File: config.mk
export PLATFORM = sky130hd
export DESIGN_NAME = cpu6_memarb_flat
export DESIGN_NICKNAME = d
export VERILOG_FILES = /design/src/rtl/cpu6_memarb_if.sv /design/src/rtl/cpu6_memarb.sv /design/src/flat_wrapper.sv
export SDC_FILE = /design/constraint.sdc
export NUM_CORES = 1
export LEC_CHECK = 0
export BUFFER_PORTS_ARGS = -buffer_cell sky130_fd_sc_hd__buf_2
export CAP_MARGIN = 20
export CORE_UTILIZATION = 44
export CTS_BUF_LIST = sky130_fd_sc_hd__clkbuf_8 sky130_fd_sc_hd__clkbuf_16
export DETAILED_ROUTE_END_ITERATION = 8
export PLACE_DENSITY_LB_ADDON = 0.12
export REMOVE_ABC_BUFFERS = 1
export SLEW_MARGIN = 15
export SYNTH_ARGS = -nofsm -noshare
export SYNTH_HDL_FRONTEND = slang
export SYNTH_SLANG_ARGS = --single-unit
File: constraint.sdc
create_clock -name clk -period 2.33 [get_ports clk]
set_input_delay 0.233 -clock clk [delete_from_list [all_inputs] [get_ports clk]]
set_output_delay 0.233 -clock clk [all_outputs]
set_load 0.01 [all_outputs]
File: src/rtl/cpu6_memarb_if.sv
// Bus bundle for cpu6_memarb: fetch and data requester ports plus the shared memory port.
// slave is the arbiter's view of the bundle; master is the pipeline/memory side.
interface cpu6_memarb_if #(
  parameter int XLEN = 32
);
  logic            if_req;
  logic [XLEN-1:0] if_addr;
  logic            if_kill;
  logic            if_done;
  logic [XLEN-1:0] if_rdata;

  logic            d_req;
  logic            d_we;
  logic [XLEN-1:0] d_addr;
  logic [XLEN-1:0] d_wdata;
  logic            d_done;
  logic [XLEN-1:0] d_rdata;

  logic            mem_req;
  logic            mem_we;
  logic [XLEN-1:0] mem_addr;
  logic [XLEN-1:0] mem_wdata;
  logic [XLEN-1:0] mem_rdata;
  logic            mem_ready;
  logic            mem_err;

  logic            stallF;
  logic            stallM;

  modport slave (
    input  if_req, if_addr, if_kill,
    input  d_req, d_we, d_addr, d_wdata,
    input  mem_rdata, mem_ready,
    output if_done, if_rdata, d_done, d_rdata,
    output mem_req, mem_we, mem_addr, mem_wdata, mem_err,
    output stallF, stallM
  );

  modport master (
    output if_req, if_addr, if_kill,
    output d_req, d_we, d_addr, d_wdata,
    output mem_rdata, mem_ready,
    input  if_done, if_rdata, d_done, d_rdata,
    input  mem_req, mem_we, mem_addr, mem_wdata, mem_err,
    input  stallF, stallM
  );
endinterface

File: src/rtl/cpu6_memarb.sv
// Single-port memory arbiter for cpu6: shares one memory port between fetch and MEM stage.
// Optional bus-timeout abort is enabled by defining CPU6_MEMARB_TIMEOUT_EN.
module cpu6_memarb #(
  parameter int XLEN    = 32,
  parameter int TIMEOUT = 16
) (
  input logic          clk,
  input logic          reset,
  cpu6_memarb_if.slave bus
);

  typedef enum logic [1:0] {IDLE, BUSY_I, BUSY_D} state_t;

  state_t          state;
  logic            lastData;
  logic            killed;
  logic            ifDone;
  logic            dDone;
  logic            memReq;
  logic            memWe;
  logic [XLEN-1:0] ifRdata;
  logic [XLEN-1:0] dRdata;
  logic [XLEN-1:0] memAddr;
  logic [XLEN-1:0] memWdata;

  logic            ifElig;
  logic            dElig;
  logic            grantData;
  logic            grantFetch;
  logic            tmoHit;

  if (TIMEOUT < 1 || TIMEOUT > 255) begin : gBadTimeout
    $error("cpu6_memarb: TIMEOUT must be in 1..255");
  end

  // A requester whose done is high this cycle is still holding its old request.
  assign ifElig     = bus.if_req & ~ifDone;
  assign dElig      = bus.d_req  & ~dDone;
  assign grantData  = dElig & (~ifElig | ~lastData);
  assign grantFetch = ifElig & ~grantData;

`ifdef CPU6_MEMARB_TIMEOUT_EN
  logic [7:0] tmoCount;
  logic       memErr;

  // Abort on the cycle the wait count would reach TIMEOUT; a same-cycle ready wins.
  assign tmoHit = (state != IDLE) && !bus.mem_ready
                  && (({1'b0, tmoCount} + 9'd1) == 9'(TIMEOUT));

  always_ff @(posedge clk) begin
    if (reset) begin
      tmoCount <= '0;
      memErr   <= 1'b0;
    end else begin
      memErr <= tmoHit;
      if (state == IDLE)
        tmoCount <= '0;
      else if (!bus.mem_ready)
        tmoCount <= tmoCount + 8'd1;
    end
  end

  assign bus.mem_err = memErr;
`else
  assign tmoHit      = 1'b0;
  assign bus.mem_err = 1'b0;
`endif

  // NOTE: all state below updates with non-blocking assignments so every register
  // samples pre-edge values; blocking here would make results depend on statement order.
  always_ff @(posedge clk) begin
    if (reset) begin
      state    <= IDLE;
      lastData <= 1'b0;
      killed   <= 1'b0;
      ifDone   <= 1'b0;
      dDone    <= 1'b0;
      memReq   <= 1'b0;
      memWe    <= 1'b0;
      ifRdata  <= '0;
      dRdata   <= '0;
      memAddr  <= '0;
      memWdata <= '0;
    end else begin
      ifDone <= 1'b0;
      dDone  <= 1'b0;

      unique case (state)
        IDLE: begin
          killed <= 1'b0;
          if (grantData) begin
            state    <= BUSY_D;
            memReq   <= 1'b1;
            memWe    <= bus.d_we;
            memAddr  <= bus.d_addr;
            memWdata <= bus.d_wdata;
          end else if (grantFetch) begin
            state    <= BUSY_I;
            memReq   <= 1'b1;
            memWe    <= 1'b0;
            memAddr  <= bus.if_addr;
            memWdata <= '0;
          end
        end

        BUSY_I: begin
          if (bus.mem_ready || tmoHit) begin
            state    <= IDLE;
            memReq   <= 1'b0;
            memWe    <= 1'b0;
            memAddr  <= '0;
            memWdata <= '0;
            lastData <= 1'b0;
            // A redirected fetch still finishes on the bus but is never delivered.
            if (!(killed || bus.if_kill)) begin
              ifDone  <= 1'b1;
              ifRdata <= bus.mem_ready ? bus.mem_rdata : '0;
            end
          end else if (bus.if_kill) begin
            killed <= 1'b1;
          end
        end

        BUSY_D: begin
          if (bus.mem_ready || tmoHit) begin
            state    <= IDLE;
            memReq   <= 1'b0;
            memWe    <= 1'b0;
            memAddr  <= '0;
            memWdata <= '0;
            lastData <= 1'b1;
            dDone    <= 1'b1;
            if (tmoHit)
              dRdata <= '0;
            else if (!memWe)
              dRdata <= bus.mem_rdata;
          end
        end

        default: state <= IDLE;
      endcase
    end
  end

  assign bus.if_done   = ifDone;
  assign bus.if_rdata  = ifRdata;
  assign bus.d_done    = dDone;
  assign bus.d_rdata   = dRdata;
  assign bus.mem_req   = memReq;
  assign bus.mem_we    = memWe;
  assign bus.mem_addr  = memAddr;
  assign bus.mem_wdata = memWdata;
  assign bus.stallF    = bus.if_req & ~ifDone;
  assign bus.stallM    = bus.d_req  & ~dDone;

endmodule
File: src/flat_wrapper.sv
// flat-port wrapper written by rule: the top's interface ports become plain ports
module cpu6_memarb_flat 
#(
  parameter int XLEN    = 32,
  parameter int TIMEOUT = 16
)
  (clk, reset, bus_if_req, bus_if_addr, bus_if_kill, bus_d_req, bus_d_we, bus_d_addr, bus_d_wdata, bus_mem_rdata, bus_mem_ready, bus_if_done, bus_if_rdata, bus_d_done, bus_d_rdata, bus_mem_req, bus_mem_we, bus_mem_addr, bus_mem_wdata, bus_mem_err, bus_stallF, bus_stallM);
  cpu6_memarb_if #(.XLEN(XLEN)) bus_i ();
  input logic clk;
  input logic reset;
  input wire logic [$bits(bus_i.if_req)-1:0] bus_if_req;
  input wire logic [$bits(bus_i.if_addr)-1:0] bus_if_addr;
  input wire logic [$bits(bus_i.if_kill)-1:0] bus_if_kill;
  input wire logic [$bits(bus_i.d_req)-1:0] bus_d_req;
  input wire logic [$bits(bus_i.d_we)-1:0] bus_d_we;
  input wire logic [$bits(bus_i.d_addr)-1:0] bus_d_addr;
  input wire logic [$bits(bus_i.d_wdata)-1:0] bus_d_wdata;
  input wire logic [$bits(bus_i.mem_rdata)-1:0] bus_mem_rdata;
  input wire logic [$bits(bus_i.mem_ready)-1:0] bus_mem_ready;
  output wire logic [$bits(bus_i.if_done)-1:0] bus_if_done;
  output wire logic [$bits(bus_i.if_rdata)-1:0] bus_if_rdata;
  output wire logic [$bits(bus_i.d_done)-1:0] bus_d_done;
  output wire logic [$bits(bus_i.d_rdata)-1:0] bus_d_rdata;
  output wire logic [$bits(bus_i.mem_req)-1:0] bus_mem_req;
  output wire logic [$bits(bus_i.mem_we)-1:0] bus_mem_we;
  output wire logic [$bits(bus_i.mem_addr)-1:0] bus_mem_addr;
  output wire logic [$bits(bus_i.mem_wdata)-1:0] bus_mem_wdata;
  output wire logic [$bits(bus_i.mem_err)-1:0] bus_mem_err;
  output wire logic [$bits(bus_i.stallF)-1:0] bus_stallF;
  output wire logic [$bits(bus_i.stallM)-1:0] bus_stallM;
  assign bus_i.if_req = bus_if_req;
  assign bus_i.if_addr = bus_if_addr;
  assign bus_i.if_kill = bus_if_kill;
  assign bus_i.d_req = bus_d_req;
  assign bus_i.d_we = bus_d_we;
  assign bus_i.d_addr = bus_d_addr;
  assign bus_i.d_wdata = bus_d_wdata;
  assign bus_i.mem_rdata = bus_mem_rdata;
  assign bus_i.mem_ready = bus_mem_ready;
  assign bus_if_done = bus_i.if_done;
  assign bus_if_rdata = bus_i.if_rdata;
  assign bus_d_done = bus_i.d_done;
  assign bus_d_rdata = bus_i.d_rdata;
  assign bus_mem_req = bus_i.mem_req;
  assign bus_mem_we = bus_i.mem_we;
  assign bus_mem_addr = bus_i.mem_addr;
  assign bus_mem_wdata = bus_i.mem_wdata;
  assign bus_mem_err = bus_i.mem_err;
  assign bus_stallF = bus_i.stallF;
  assign bus_stallM = bus_i.stallM;
  cpu6_memarb #(.XLEN(XLEN), .TIMEOUT(TIMEOUT)) u_core (.clk(clk), .reset(reset), .bus(bus_i));
endmodule
# Word-level counts from Yosys, hierarchy flattened
# Index checks and enable logic that the tools add are counted.
dict set report totals {
  register_bits 136
  in_bits 135
  out_inout_bits 135
  word_cells 73
}
dict set report classes {
  n_eq_ne 8
  n_mux 25
  bitwise_logic 15
  reduce_logical 14
}
# operator count
set ops {}
lappend ops {{$mux 32} 5}
lappend ops {{$pmux 32 s2} 2}
lappend ops {{$reduce_and 3->1} 5}
lappend ops {{$mux 1} 10}
lappend ops {{$not 1->1} 10}
lappend ops {{$ne 2x2->1 const B} 4}
lappend ops {{$pmux 1 s2} 4}
lappend ops {{$mux 2} 3}
lappend ops {{$reduce_bool 2->1} 3}
lappend ops {{$and 1x1->1} 4}
lappend ops {{$pmux 2 s2} 1}
lappend ops {{$reduce_or 2->1} 2}
lappend ops {{$ne 3x1->1 const B} 1}
lappend ops {{$reduce_or 3->1} 1}
lappend ops {{$eq 2x1->1 const B} 1}
lappend ops {{$eq 2x2->1 const B} 1}
lappend ops {{$logic_not 2->1} 1}
lappend ops {{$ne 2x1->1 const B} 1}
lappend ops {{$reduce_and 2->1} 1}
lappend ops {{$logic_or 1x1->1} 1}
lappend ops {{$or 1x1->1} 1}

# Longest topological paths before layout
dict set report depth {
  word_depth 10
  ltp_mapped 8
  depth_no_buf 6
}

# Worst setup path after synthesis
# No wires, ideal clock.
dict set report synth_path {
  path_kind {register to register}
  startpoint {reg u_core.state[0]}
  endpoint {reg u_core.memWdata[10], in the netlist u_core.bus.mem_wdata[10]}
  setup_ps 59
  t_arrival_ps 1577
  t_required_ps 2271
  slack_ps 695
  stages_incl_launch_ff 8
  path_buffers 2
  period_less_slack_ps 1635
  cell_sequence {dfxtp_1 > inv_1 > ha_1 > nor3_1 > and3_1 > buf_2 > buf_2 > a22o_1}
}
dict set report synth_between {
  elab_chain_cells 4
  word_cells_on_any_way 9
  classes_between {4 x eq/ne; 1 x mux; 4 x reduce/logical}
}
# element line
set synth_rtl {}
lappend synth_rtl {{start, declared} cpu6_memarb.sv:14} ;# state_t state;
lappend synth_rtl {{start signal, assigned} cpu6_memarb.sv:73} ;# state <= IDLE;
lappend synth_rtl {{start signal, assigned} cpu6_memarb.sv:92} ;# state <= BUSY_D;
lappend synth_rtl {{start signal, assigned} cpu6_memarb.sv:98} ;# state <= BUSY_I;
lappend synth_rtl {{$eq 2x1->1 or $eq 2x2->1 (tied branches)} cpu6_memarb.sv:88} ;# unique case (state)
lappend synth_rtl {{$reduce_or 2->1 (no source line)} n/a}
lappend synth_rtl {{$ne 2x1->1 (no source line) or $reduce_bool 2->1 (tied branches)} n/a}
lappend synth_rtl {{$reduce_and 3->1 (no source line)} n/a}
lappend synth_rtl {{end signal, assigned} cpu6_memarb.sv:96} ;# memWdata <= bus.d_wdata;
lappend synth_rtl {{end, declared} cpu6_memarb.sv:24} ;# logic [XLEN-1:0] memWdata;
# Several ways; a longest one is shown, not always the timed one.
# A chain may end at the register's enable or synchronous reset.

# Worst setup path after layout
dict set report layout_path {
  startpoint {reg u_core.ifDone, in the netlist u_core.bus.if_done}
  endpoint {reg u_core.memAddr[30], in the netlist u_core.bus.mem_addr[30]}
}
dict set report layout_between {
  elab_chain_cells 9
  word_cells_on_any_way 11
  classes_between {1 x eq/ne; 2 x mux; 7 x bitwise; 1 x reduce/logical}
}
# element line
set layout_rtl {}
lappend layout_rtl {{start, declared} cpu6_memarb.sv:17} ;# logic ifDone;
lappend layout_rtl {{start signal, assigned} cpu6_memarb.sv:76} ;# ifDone <= 1'b0;
lappend layout_rtl {{start signal, assigned} cpu6_memarb.sv:85} ;# ifDone <= 1'b0;
lappend layout_rtl {{start signal, assigned} cpu6_memarb.sv:116} ;# ifDone <= 1'b1;
lappend layout_rtl {{$not 1->1 (*)} cpu6_memarb.sv:37} ;# assign ifElig = bus.if_req & ~ifDone;
lappend layout_rtl {{$and 1x1->1 (*)} cpu6_memarb.sv:37}
lappend layout_rtl {{$not 1->1} cpu6_memarb.sv:39} ;# assign grantData = dElig & (~ifElig | ~lastData);
lappend layout_rtl {{$or 1x1->1} cpu6_memarb.sv:39}
lappend layout_rtl {{$and 1x1->1} cpu6_memarb.sv:39}
lappend layout_rtl {{$not 1->1} cpu6_memarb.sv:40} ;# assign grantFetch = ifElig & ~grantData;
lappend layout_rtl {{$and 1x1->1} cpu6_memarb.sv:40}
lappend layout_rtl {{$ne 3x1->1 (no source line)} n/a}
lappend layout_rtl {{$reduce_and 3->1 (no source line)} n/a}
lappend layout_rtl {{end signal, assigned} cpu6_memarb.sv:95} ;# memAddr <= bus.d_addr;
lappend layout_rtl {{end signal, assigned} cpu6_memarb.sv:101} ;# memAddr <= bus.if_addr;
lappend layout_rtl {{end, declared} cpu6_memarb.sv:23} ;# logic [XLEN-1:0] memAddr;
# Every way passes the cells marked *; elsewhere a longest branch is shown, timed or not.

==> metrics.cfg <==
[synth]
synth_top_family_by_area=compound AO/OA/AOI/OAI gates
ys_ff_latch=136
synth_adder_area_share_pct=1.02
synth.distinct_cells=33
seq_area_frac_synth_pct=55.7
synthMuxAreaShare_pct=6.55
syn_area_per_cell_um2=9.64
synth_simple_gate_area_share_pct=12.3
synth_warnings=0
syn_area_um2=4890
synthXorXnorAreaFrac_pct=0
synth_compound_area_share_pct=19.8
netlist_instances=507

[sta]
period_share_pct=95.5
finalCriticalPeriod_ps=2220
setup_tns_ps=0
skew_ps=6.58
timing.fmax_mhz=450
maxSlewViolCount=0
slew_headroom_pct=54.9
max_slew.worst_pin.slew_ps=676
finalSetupViolations=0
holdWs_ps=23.4
rsz0062_at_grt=no
finalHoldViolations=0

[clock_tree]
clk_pin_slew_ps=60
cts_hold_buf=114
cts_htree_levels=4
cts_buffers=17
root_buffer=clkbuf_8
insertion_delay_ps=510
cts_tree=built
post_cts_buffers=0
post_cts_resized=0
cts.sinks=136
clockBufferDepth=2

[global_route]
grt_max_degree=69
grt_pass1_wl_um=24000
grt.overflow.total=0
grt_pass1_vias=5107
antenna_found_initial=1
grt_use_total_pct=27.1

[power_and_ir_drop]
vdd_drop_max_mv=0.445
p_leak_uw=0.00382
p_per_area_nw_per_um2=806

[place]
place_area_um2=6300
dp.cells=883
gp_congestion=0.759
port_buffers=268
place_hpwl_um=9320

[detailed_routing]
ant_nets=0
vias=5209
post-route-drc-count=0
viasPerCell=5.06
dr.pass1.iters=6
wire_per_inst_um=15.6
dr.first_iter.drc_count=365
drt-total-wl_um=16100

[setup_path]
worstSetupStartpointType=flip-flop
critPathKind=reg2reg
end_kind=flip-flop
arrival_ps=2610
crit_fanout=34
cp.required_ps=2720

[run_status]
status=finished, final reports clean

[floorplan]
row_count=38
die_area_um2=11500
dieWidth_um=107
die_h_um=107
start_util_pct=45.1
io_pins=270
core_area_um2=10800

[finish]
instances_no_fill=1030
design_area_um2=8080
fin_nets=1015
drive_above_1_share_pct=35.4
area_delta_synth_final_pct=65.2
n_fill_cell=776

[job]
drv_cap=0

[hold_path]
hold_path_class=in2reg

## report_power, final
| part | switching, uW | internal, uW |
|---|---|---|
| clock network | 935 | 1870 |
| registers | 101 | 2520 |
| logic | 558 | 530 |
## synthesized netlist by cell type
| cell type | number | area (um^2) |
|---|---|---|
| nor2b_2 | 1 | 8.76 |
| a211o_1 | 1 | 8.76 |
| buf_6 | 2 | 22.5 |
| or2_2 | 1 | 6.26 |
| clkbuf_1 | 20 | 75.1 |
| ha_1 | 4 | 50.1 |
| buf_2 | 12 | 60.1 |
| a21oi_1 | 68 | 340 |
| or3_1 | 1 | 6.26 |
| buf_1 | 1 | 3.75 |
| inv_1 | 4 | 15.0 |
| nand2_2 | 1 | 6.26 |
| o31a_1 | 1 | 8.76 |
| nand2_1 | 132 | 495 |
| o31ai_2 | 1 | 12.5 |
| buf_4 | 5 | 37.5 |
| o32ai_1 | 1 | 8.76 |
| nor3_1 | 3 | 15.0 |
| inv_2 | 1 | 3.75 |
| mux2i_1 | 32 | 320 |
| o21a_1 | 1 | 7.51 |
| nor2b_4 | 1 | 13.8 |
| a22o_1 | 33 | 289 |
| nand3b_1 | 2 | 15.0 |
| o21ai_0 | 1 | 5.00 |
| and3_1 | 1 | 6.26 |
| o2bb2ai_1 | 32 | 280 |
| nand2b_1 | 1 | 6.26 |
| nor2_1 | 3 | 11.3 |
| conb_1 | 1 | 3.75 |
| a21oi_2 | 1 | 8.76 |
| nor2b_1 | 2 | 12.5 |
| dfxtp_1 | 136 | 2720 |
## kinds of logic (layout without fill, tap and decap cells)
group,Yosys count,count (layout)
AOI/OAI and AO/OA,140,140
adders and majority gates,4,4
buffers and inverters,45,427
DFF,136,136
muxes,32,32
other,1,2
and+or+nand+nor,149,149
## area by class of cell
class / instances / area [um^2] / share of cell area, %
flip-flops and latches: 136 / 2720 / 33.7
repair buffers: 390 / 2550 / 31.6
multi-input cells: 326 / 1970 / 24.4
clock buffers: 22 / 483 / 5.98
well taps: 140 / 175 / 2.17
clock inverters: 10 / 148 / 1.83
inverters: 5 / 18.8 / 0.232
diodes: 1 / 2.50 / 0.0310
## critical path, stage by stage, from the launching register on
cell,delay (ps)
dfxtp_1,340
nand3b_1,220
nand2_2,90
buf_4,450
mux2i_1,310
dlygate4sd3_1,590
o2bb2ai_1,60
## layer usage
layer | GRT usage (%) | wire, um
met5 | 0 | 0
met1 | 28.5 | 6080
met3 | 8.35 | 1110
met2 | 47.2 | 8300
met4 | 16.4 | 572
## placed cells by master, fill, tap and decap left out, types with 2 or more instances in the layout
master / synthesis / layout
dlygate4sd3_1: 0 / 114
o2bb2ai_1: 32 / 32
buf_2: 12 / 268
inv_1: 4 / 6
dfxtp_1: 136 / 136
bufinv_16: 0 / 4
ha_1: 4 / 4
a21oi_1: 68 / 68
buf_4: 5 / 7
nor3_1: 3 / 2
clkinv_2: 0 / 4
nand3b_1: 2 / 2
nand2_1: 132 / 132
clkbuf_16: 0 / 16
a22o_1: 33 / 33
mux2i_1: 32 / 32
nor2b_1: 2 / 2
clkbuf_8: 0 / 6
nor2_1: 3 / 2
## worst paths after layout
check	start	to	slack (ps)	depth (start not counted)
worst min register to register	u_core.bus.if_rdata[19]$_SDFFE_PP0P_	u_core.bus.if_rdata[19]$_SDFFE_PP0P_	450	2
worst min-delay path	bus_d_addr[15]	u_core.bus.mem_addr[15]$_SDFFE_PP0P_	20	3
worst max register to register	u_core.bus.if_done$_SDFF_PP0_	u_core.bus.mem_addr[30]$_SDFFE_PP0P_	110	6
worst max-delay path	u_core.bus.if_done$_SDFF_PP0_	u_core.bus.mem_addr[30]$_SDFFE_PP0P_	110	6
## stage by stage
step,total power (uW),utilization (%),setup WS [ps]
floorplan,3090,-,-338
global placement,3530,58.1,467
detailed placement,3550,58.1,382
CTS,6520,74.5,203
global route,6770,74.5,17.9
finish,6510,74.5,106
## flip-flops by register name, summed over array words and instances (netlist names)
register and cells:
u_core.bus.mem_addr 32, u_core.bus.if_rdata 32, u_core.killed 1, u_core.bus.d_done 1
u_core.bus.if_done 1, u_core.lastData 1, u_core.bus.mem_we 1, u_core.state 2
u_core.bus.mem_req 1, u_core.bus.d_rdata 32, u_core.bus.mem_wdata 32
Power figures use the tool's default switching activity.
